[src/rtl/alu_result_unit_if.sv]
// ============================================================================
//  Module   : alu_result_unit_if
//  Purpose  : Operation/result bus of the ALU result unit (issue side, result
//             side, HI/LO and divider status).
//  Revision : 1.0  initial release
// ============================================================================
`default_nettype none

interface alu_result_unit_if #(
  parameter int WIDTH = 32
);
  logic             in_valid;
  logic             in_ready;
  logic [5:0]       funct;
  logic [WIDTH-1:0] alu_out;
  logic [WIDTH-1:0] shift_out;
  logic [WIDTH-1:0] op_a;
  logic [WIDTH-1:0] op_b;
  logic             out_valid;
  logic [WIDTH-1:0] data_out;
  logic             illegal;
  logic             busy;
  logic [WIDTH-1:0] hi_q;
  logic [WIDTH-1:0] lo_q;

  modport master (
    output in_valid, funct, alu_out, shift_out, op_a, op_b,
    input  in_ready, out_valid, data_out, illegal, busy, hi_q, lo_q
  );

  modport slave (
    input  in_valid, funct, alu_out, shift_out, op_a, op_b,
    output in_ready, out_valid, data_out, illegal, busy, hi_q, lo_q
  );
endinterface

`default_nettype wire

[src/rtl/alu_result_unit.sv]
// ============================================================================
//  Module   : alu_result_unit
//  Purpose  : Registered ALU result select with HI/LO pair and an iterative
//             restoring unsigned divider (DIVU / MFHI / MFLO).
//  Revision : 1.0  initial release
// ============================================================================
`default_nettype none

module alu_result_unit #(
  parameter int WIDTH = 32,
  parameter int CNT_W = 6
) (
  input  logic             clk,
  input  logic             rst,
  alu_result_unit_if.slave bus
);

  localparam logic [5:0] c_FN_AND  = 6'b100100;
  localparam logic [5:0] c_FN_OR   = 6'b100101;
  localparam logic [5:0] c_FN_ADD  = 6'b100000;
  localparam logic [5:0] c_FN_SUB  = 6'b100010;
  localparam logic [5:0] c_FN_SLT  = 6'b101010;
  localparam logic [5:0] c_FN_SRL  = 6'b000010;
  localparam logic [5:0] c_FN_MFHI = 6'b010000;
  localparam logic [5:0] c_FN_MFLO = 6'b010010;
  localparam logic [5:0] c_FN_DIVU = 6'b011011;

  localparam logic [0:0] c_ST_IDLE = 1'b0;
  localparam logic [0:0] c_ST_DIV  = 1'b1;

  localparam logic [CNT_W-1:0] c_CNT_ONE  = CNT_W'(1);
  localparam logic [CNT_W-1:0] c_CNT_LAST = CNT_W'(WIDTH - 1);

  logic [0:0]       r_state;
  logic [CNT_W-1:0] r_cnt;
  logic [WIDTH-1:0] r_data;
  logic [WIDTH-1:0] r_hi;
  logic [WIDTH-1:0] r_lo;
  logic [WIDTH-1:0] r_rem;
  logic [WIDTH-1:0] r_quo;
  logic [WIDTH-1:0] r_div;
  logic             r_out_valid;
  logic             r_illegal;

  logic             w_busy;
  logic             w_accept;
  logic             w_gpr;
  logic             w_div_op;
  logic [WIDTH-1:0] w_result;
  logic [WIDTH:0]   w_rem_sh;
  logic             w_ge;
  logic [WIDTH-1:0] w_diff;
  logic [WIDTH-1:0] w_rem_nxt;
  logic [WIDTH-1:0] w_quo_nxt;

  assign w_busy   = (r_state == c_ST_DIV);
  assign w_accept = bus.in_valid && !w_busy;

  always_comb begin
    w_gpr    = 1'b0;
    w_div_op = 1'b0;
    w_result = r_data;
    case (bus.funct)
      c_FN_AND, c_FN_OR, c_FN_ADD, c_FN_SUB, c_FN_SLT: begin
        w_gpr    = 1'b1;
        w_result = bus.alu_out;
      end
      c_FN_SRL: begin
        w_gpr    = 1'b1;
        w_result = bus.shift_out;
      end
      c_FN_MFHI: begin
        w_gpr    = 1'b1;
        w_result = r_hi;
      end
      c_FN_MFLO: begin
        w_gpr    = 1'b1;
        w_result = r_lo;
      end
      c_FN_DIVU: w_div_op = 1'b1;
      default: ;
    endcase
  end

  // Restoring step: the dividend is shifted out of r_quo MSB-first while the
  // quotient bits are shifted in at the bottom. The compare is WIDTH+1 wide;
  // when it succeeds the true difference is below the divisor, so the low
  // WIDTH bits of the subtraction are exact.
  assign w_rem_sh  = {r_rem, r_quo[WIDTH-1]};
  assign w_ge      = (w_rem_sh >= {1'b0, r_div});
  assign w_diff    = w_rem_sh[WIDTH-1:0] - r_div;
  assign w_rem_nxt = w_ge ? w_diff : w_rem_sh[WIDTH-1:0];
  assign w_quo_nxt = {r_quo[WIDTH-2:0], w_ge};

  always_ff @(posedge clk or posedge rst) begin
    if (rst) begin
      r_state     <= c_ST_IDLE;
      r_cnt       <= '0;
      r_data      <= '0;
      r_hi        <= '0;
      r_lo        <= '0;
      r_rem       <= '0;
      r_quo       <= '0;
      r_div       <= '0;
      r_out_valid <= 1'b0;
      r_illegal   <= 1'b0;
    end else begin
      r_out_valid <= w_accept && w_gpr;
      r_illegal   <= w_accept && !w_gpr && !w_div_op;
      if (w_accept && w_gpr) begin
        r_data <= w_result;
      end
      case (r_state)
        c_ST_IDLE: begin
          if (w_accept && w_div_op) begin
            r_state <= c_ST_DIV;
            r_cnt   <= '0;
            r_rem   <= '0;
            r_quo   <= bus.op_a;
            r_div   <= bus.op_b;
          end
        end
        c_ST_DIV: begin
          r_rem <= w_rem_nxt;
          r_quo <= w_quo_nxt;
          r_cnt <= r_cnt + c_CNT_ONE;
          // HI/LO only ever see the finished result
          if (r_cnt == c_CNT_LAST) begin
            r_hi    <= w_rem_nxt;
            r_lo    <= w_quo_nxt;
            r_state <= c_ST_IDLE;
          end
        end
        default: r_state <= c_ST_IDLE;
      endcase
    end
  end

  assign bus.in_ready  = !w_busy;
  assign bus.busy      = w_busy;
  assign bus.out_valid = r_out_valid;
  assign bus.illegal   = r_illegal;
  assign bus.data_out  = r_data;
  assign bus.hi_q      = r_hi;
  assign bus.lo_q      = r_lo;

endmodule

`default_nettype wire

[src/flat_wrapper.sv]
// flat-port wrapper written by rule: the top's interface ports become plain ports
module alu_result_unit_flat 
#(
  parameter int WIDTH = 32,
  parameter int CNT_W = 6
)
  (clk, rst, bus_in_valid, bus_funct, bus_alu_out, bus_shift_out, bus_op_a, bus_op_b, bus_in_ready, bus_out_valid, bus_data_out, bus_illegal, bus_busy, bus_hi_q, bus_lo_q);
  alu_result_unit_if #(.WIDTH(WIDTH)) bus_i ();
  input  logic clk;
  input  logic rst;
  input wire logic [$bits(bus_i.in_valid)-1:0] bus_in_valid;
  input wire logic [$bits(bus_i.funct)-1:0] bus_funct;
  input wire logic [$bits(bus_i.alu_out)-1:0] bus_alu_out;
  input wire logic [$bits(bus_i.shift_out)-1:0] bus_shift_out;
  input wire logic [$bits(bus_i.op_a)-1:0] bus_op_a;
  input wire logic [$bits(bus_i.op_b)-1:0] bus_op_b;
  output wire logic [$bits(bus_i.in_ready)-1:0] bus_in_ready;
  output wire logic [$bits(bus_i.out_valid)-1:0] bus_out_valid;
  output wire logic [$bits(bus_i.data_out)-1:0] bus_data_out;
  output wire logic [$bits(bus_i.illegal)-1:0] bus_illegal;
  output wire logic [$bits(bus_i.busy)-1:0] bus_busy;
  output wire logic [$bits(bus_i.hi_q)-1:0] bus_hi_q;
  output wire logic [$bits(bus_i.lo_q)-1:0] bus_lo_q;
  assign bus_i.in_valid = bus_in_valid;
  assign bus_i.funct = bus_funct;
  assign bus_i.alu_out = bus_alu_out;
  assign bus_i.shift_out = bus_shift_out;
  assign bus_i.op_a = bus_op_a;
  assign bus_i.op_b = bus_op_b;
  assign bus_in_ready = bus_i.in_ready;
  assign bus_out_valid = bus_i.out_valid;
  assign bus_data_out = bus_i.data_out;
  assign bus_illegal = bus_i.illegal;
  assign bus_busy = bus_i.busy;
  assign bus_hi_q = bus_i.hi_q;
  assign bus_lo_q = bus_i.lo_q;
  alu_result_unit #(.WIDTH(WIDTH), .CNT_W(CNT_W)) u_core (.clk(clk), .rst(rst), .bus(bus_i));
endmodule
[config.mk]
export PLATFORM = sky130hd
export DESIGN_NAME = alu_result_unit_flat
export DESIGN_NICKNAME = d
export VERILOG_FILES = /design/src/rtl/alu_result_unit_if.sv /design/src/rtl/alu_result_unit.sv /design/src/flat_wrapper.sv
export SDC_FILE = /design/constraint.sdc
export NUM_CORES = 1
export LEC_CHECK = 0
export ABC_CLOCK_PERIOD_IN_PS = 16000
export CAP_MARGIN = 20
export CORE_MARGIN = 5
export CORE_UTILIZATION = 45
export CTS_CLUSTER_SIZE = 20
export DETAILED_ROUTE_END_ITERATION = 6
export PLACE_DENSITY = 0.76
export SLEW_MARGIN = 20
export SYNTH_ARGS = -nofsm -noshare
export SYNTH_HDL_FRONTEND = slang
export SYNTH_SLANG_ARGS = --single-unit
export TNS_END_PERCENT = 10
[constraint.sdc]
create_clock -name clk -period 16 [get_ports clk]
set_clock_uncertainty 0.1 [all_clocks]
set_input_delay 4.8 -clock clk [delete_from_list [all_inputs] [get_ports clk]]
set_output_delay 4.8 -clock clk [all_outputs]
set_load 0.005 [all_outputs]
==> out/qor.csv <==
metric,value,unit
synth_edf_count,0,
synth_cell_types,60,
avgSynthCellArea,9.13,sq um
crit_type,in2reg,
final_cells,1713,
nFillCells,2047,
viasPerCell,5.60,
clk_path_buf_depth,3,
cts_sinks,201,
async_flop_share,1.00,
floorplan.initialDensity,0.459,
r2r_slack,12.60,ns
ant_nets,0,
r2r-end,u_core.bus.hi_q[28]$_DFFE_PP0P_,
multi_input_area,0.00534,sq mm
drc_errors,0,
io_pins,237,
seq_area,0.00503,sq mm
finalPower,2.18,mW
gp_congestion,0.959,
drt-initial-drc-count,942,
fin_area,0.0141,sq mm
synth_warnings,0,
dr.pass1.iters,5,
grt_usage,0.227,
ctsHoldBuffers,0,
slew_headroom,0.322,
drv_cap,0,
status,finished clean,
ys.flop_type,dfrtp_1,
wl_per_cell,18.9,um
syn-num-nets,1359,
timing.setup.tns,0,ns
drive_gt1_frac,0.0746,
ir_drop,0.0739,mV
rsz0062_at_grt,false,
place_area,0.0134,sq mm
cp_max_fo,80,
fmax,129,MHz
clkTransAtPathRegs,0.06,ns
root_buffer,clkbuf_16,
htree_levels,1,
cts_setup_buffers,0,
final_hold_viol_count,0,
rows,56,
antenna_found_initial,0,
grt_max_degree,138,
vias,9587,
worst_slew_pin_slew,1.02,ns
endpoint,u_core.r_cnt[2]$_DFFE_PP0P_,
overflow,0,
leakagePower,6.65,nW
seq_area_frac_synth,0.464,
cts_resized,0,
hold_class,reg2reg,
setup_viol,0,
period_needed,7.74,ns
synth.area.top_cells,"dfrtp_1 (46%), nand2_1 (10%), a22oi_1 (4.4%)",
die_x,165,um
synth_top_area_frac,0.464,
r2r-start,u_core.r_rem[2]$_DFFE_PP0P_,
dieHeight,165,um
dp_cells,1674,
core_area,0.0236,sq mm
end_kind,flip-flop,
pre_cts_ws,7.81,ns
syn-cell-area,0.0108,sq mm
synthCells,1188,
fin_ws,8.26,ns
dp_hpwl,23300,um
nets,1550,
grt_pass1_vias,9214,
yosys.area.top_type,dfrtp_1,
num_antenna_cells,0,
syn_to_final_growth,30.2,%
routed_wirelength,32300,um
ys_ff_latch,201,
dieArea,0.0273,sq mm
critPathRequiredTime,16.27,ns
p_per_area,154,mW/mm^2
cts_tree,built,
cp.arrival,8.01,ns
period_share,0.484,
grt_pass1_wl,49800,um
maxSlewViolCount,0,
portBuffers,236,
startpoint,bus_funct[4],
ff2ff_path_depth,9,
worst_setup_path_start_kind,input pin,
cts_buffers,22,
clock_latency,0.50,ns
cell usage after synthesis, drive strengths merged, types with 14 or more instances:
cell type  count
a21oi         39
xnor2         16
ha            33
nand3         14
mux2          40
nand2        301
buf           18
mux2i         22
clkbuf        61
a22o          33
nor2          24
o22ai         22
o21ai        118
a22oi         63
a21o          14
inv           41
dfrtp        201
critical path, stage by stage:
cell and delay (ns):
clkdlybuf4s50_1 0.45, buf_4 0.37, nand4_1 0.14, nor3_1 0.32
and2_4 0.45, buf_4 0.66, nor2_4 0.32, o21ai_0 0.25
o21ai_0 0.11
flip-flops by register name, indices dropped and copies added, names as in the netlist, 6 cells and up:
name,count
u_core.bus.hi_q,32
u_core.r_div,32
u_core.r_rem,32
u_core.bus.data_out,32
u_core.r_quo,32
u_core.r_cnt,6
u_core.bus.lo_q,32
placed cells by master, fill, tap and decap left out, types with 10 or more instances in the layout:
master	instances
nand2_1	299
clkdlybuf4s50_1	235
dfrtp_1	200
a22oi_1	63
o21ai_0	62
o21ai_1	55
inv_1	40
a21oi_1	37
mux2_2	36
a22o_1	33
ha_1	33
nor2_1	23
clkbuf_16	23
o22ai_1	22
mux2i_1	22
xnor2_1	16
nand3_1	14
a21o_1	14
xor2_1	13
nor3_1	12
nand4_1	11
and3_1	11
buf_4	10
routing by layer:
| metal | part of all wire | routed length [um] | track usage |
|---|---|---|---|
| met3 | 0.094 | 3050 | 0.0419 |
| met2 | 0.46 | 14700 | 0.365 |
| met1 | 0.43 | 13900 | 0.320 |
| met4 | 0.021 | 670 | 0.0552 |
| met5 | 0 | 0 | 0 |
metrics by stage:
stage,utilization,hold slack (ns)
after floorplan,-,0.352
after global placement,0.566,0.363
after detailed placement,0.566,0.370
after CTS,0.598,0.384
after global routing,0.598,0.400
final,0.598,0.381
worst min-delay path by stage:
stage | depth (start not counted) | slack (ns) | start | endpoint
global route | 2 | 0.40 | u_core.r_div[0]$_DFFE_PP0P_ | u_core.r_div[0]$_DFFE_PP0P_
detailed placement | 2 | 0.37 | u_core.r_div[0]$_DFFE_PP0P_ | u_core.r_div[0]$_DFFE_PP0P_
finish | 2 | 0.38 | u_core.r_div[0]$_DFFE_PP0P_ | u_core.r_div[0]$_DFFE_PP0P_
global placement | 2 | 0.36 | u_core.bus.data_out[31]$_DFFE_PP0P_ | u_core.bus.data_out[31]$_DFFE_PP0P_
floorplan | 2 | 0.35 | u_core.r_div[0]$_DFFE_PP0P_ | u_core.r_div[0]$_DFFE_PP0P_
CTS | 2 | 0.38 | u_core.r_div[0]$_DFFE_PP0P_ | u_core.r_div[0]$_DFFE_PP0P_
where the power goes:
group / leakage, nW / total, mW / switching [mW] / internal (mW)
Sequential: 2.55 / 0.821 / 0.145 / 0.677
Clock: 0.370 / 0.526 / 0.201 / 0.324
Combinational: 3.73 / 0.831 / 0.415 / 0.416
kinds of logic (layout without fill, tap and decap cells):
kind of cell             Yosys count  count (layout)  share of synthesized area
AO/OA/AOI/OAI                    334             334                      0.202
XOR/XNOR                          29              29                     0.0234
adder cells (fa/ha/maj)           34              34                     0.0399
buffers and inverters            120             326                     0.0467
flip-flops                       201             201                      0.464
multiplexers                      62              62                     0.0632
AND/OR/NAND/NOR                  408             408                      0.161
final cells by class:
class | count | share of cell area
Inverter | 41 | 0.0114
Clock buffer | 32 | 0.0453
Clock inverter | 7 | 0.00780
Sequential cell | 201 | 0.356
Multi-Input combinational cell | 867 | 0.378
Tap cell | 319 | 0.0283
Timing Repair Buffer | 246 | 0.172
No activity file was read; power rests on OpenSTA's default activity.
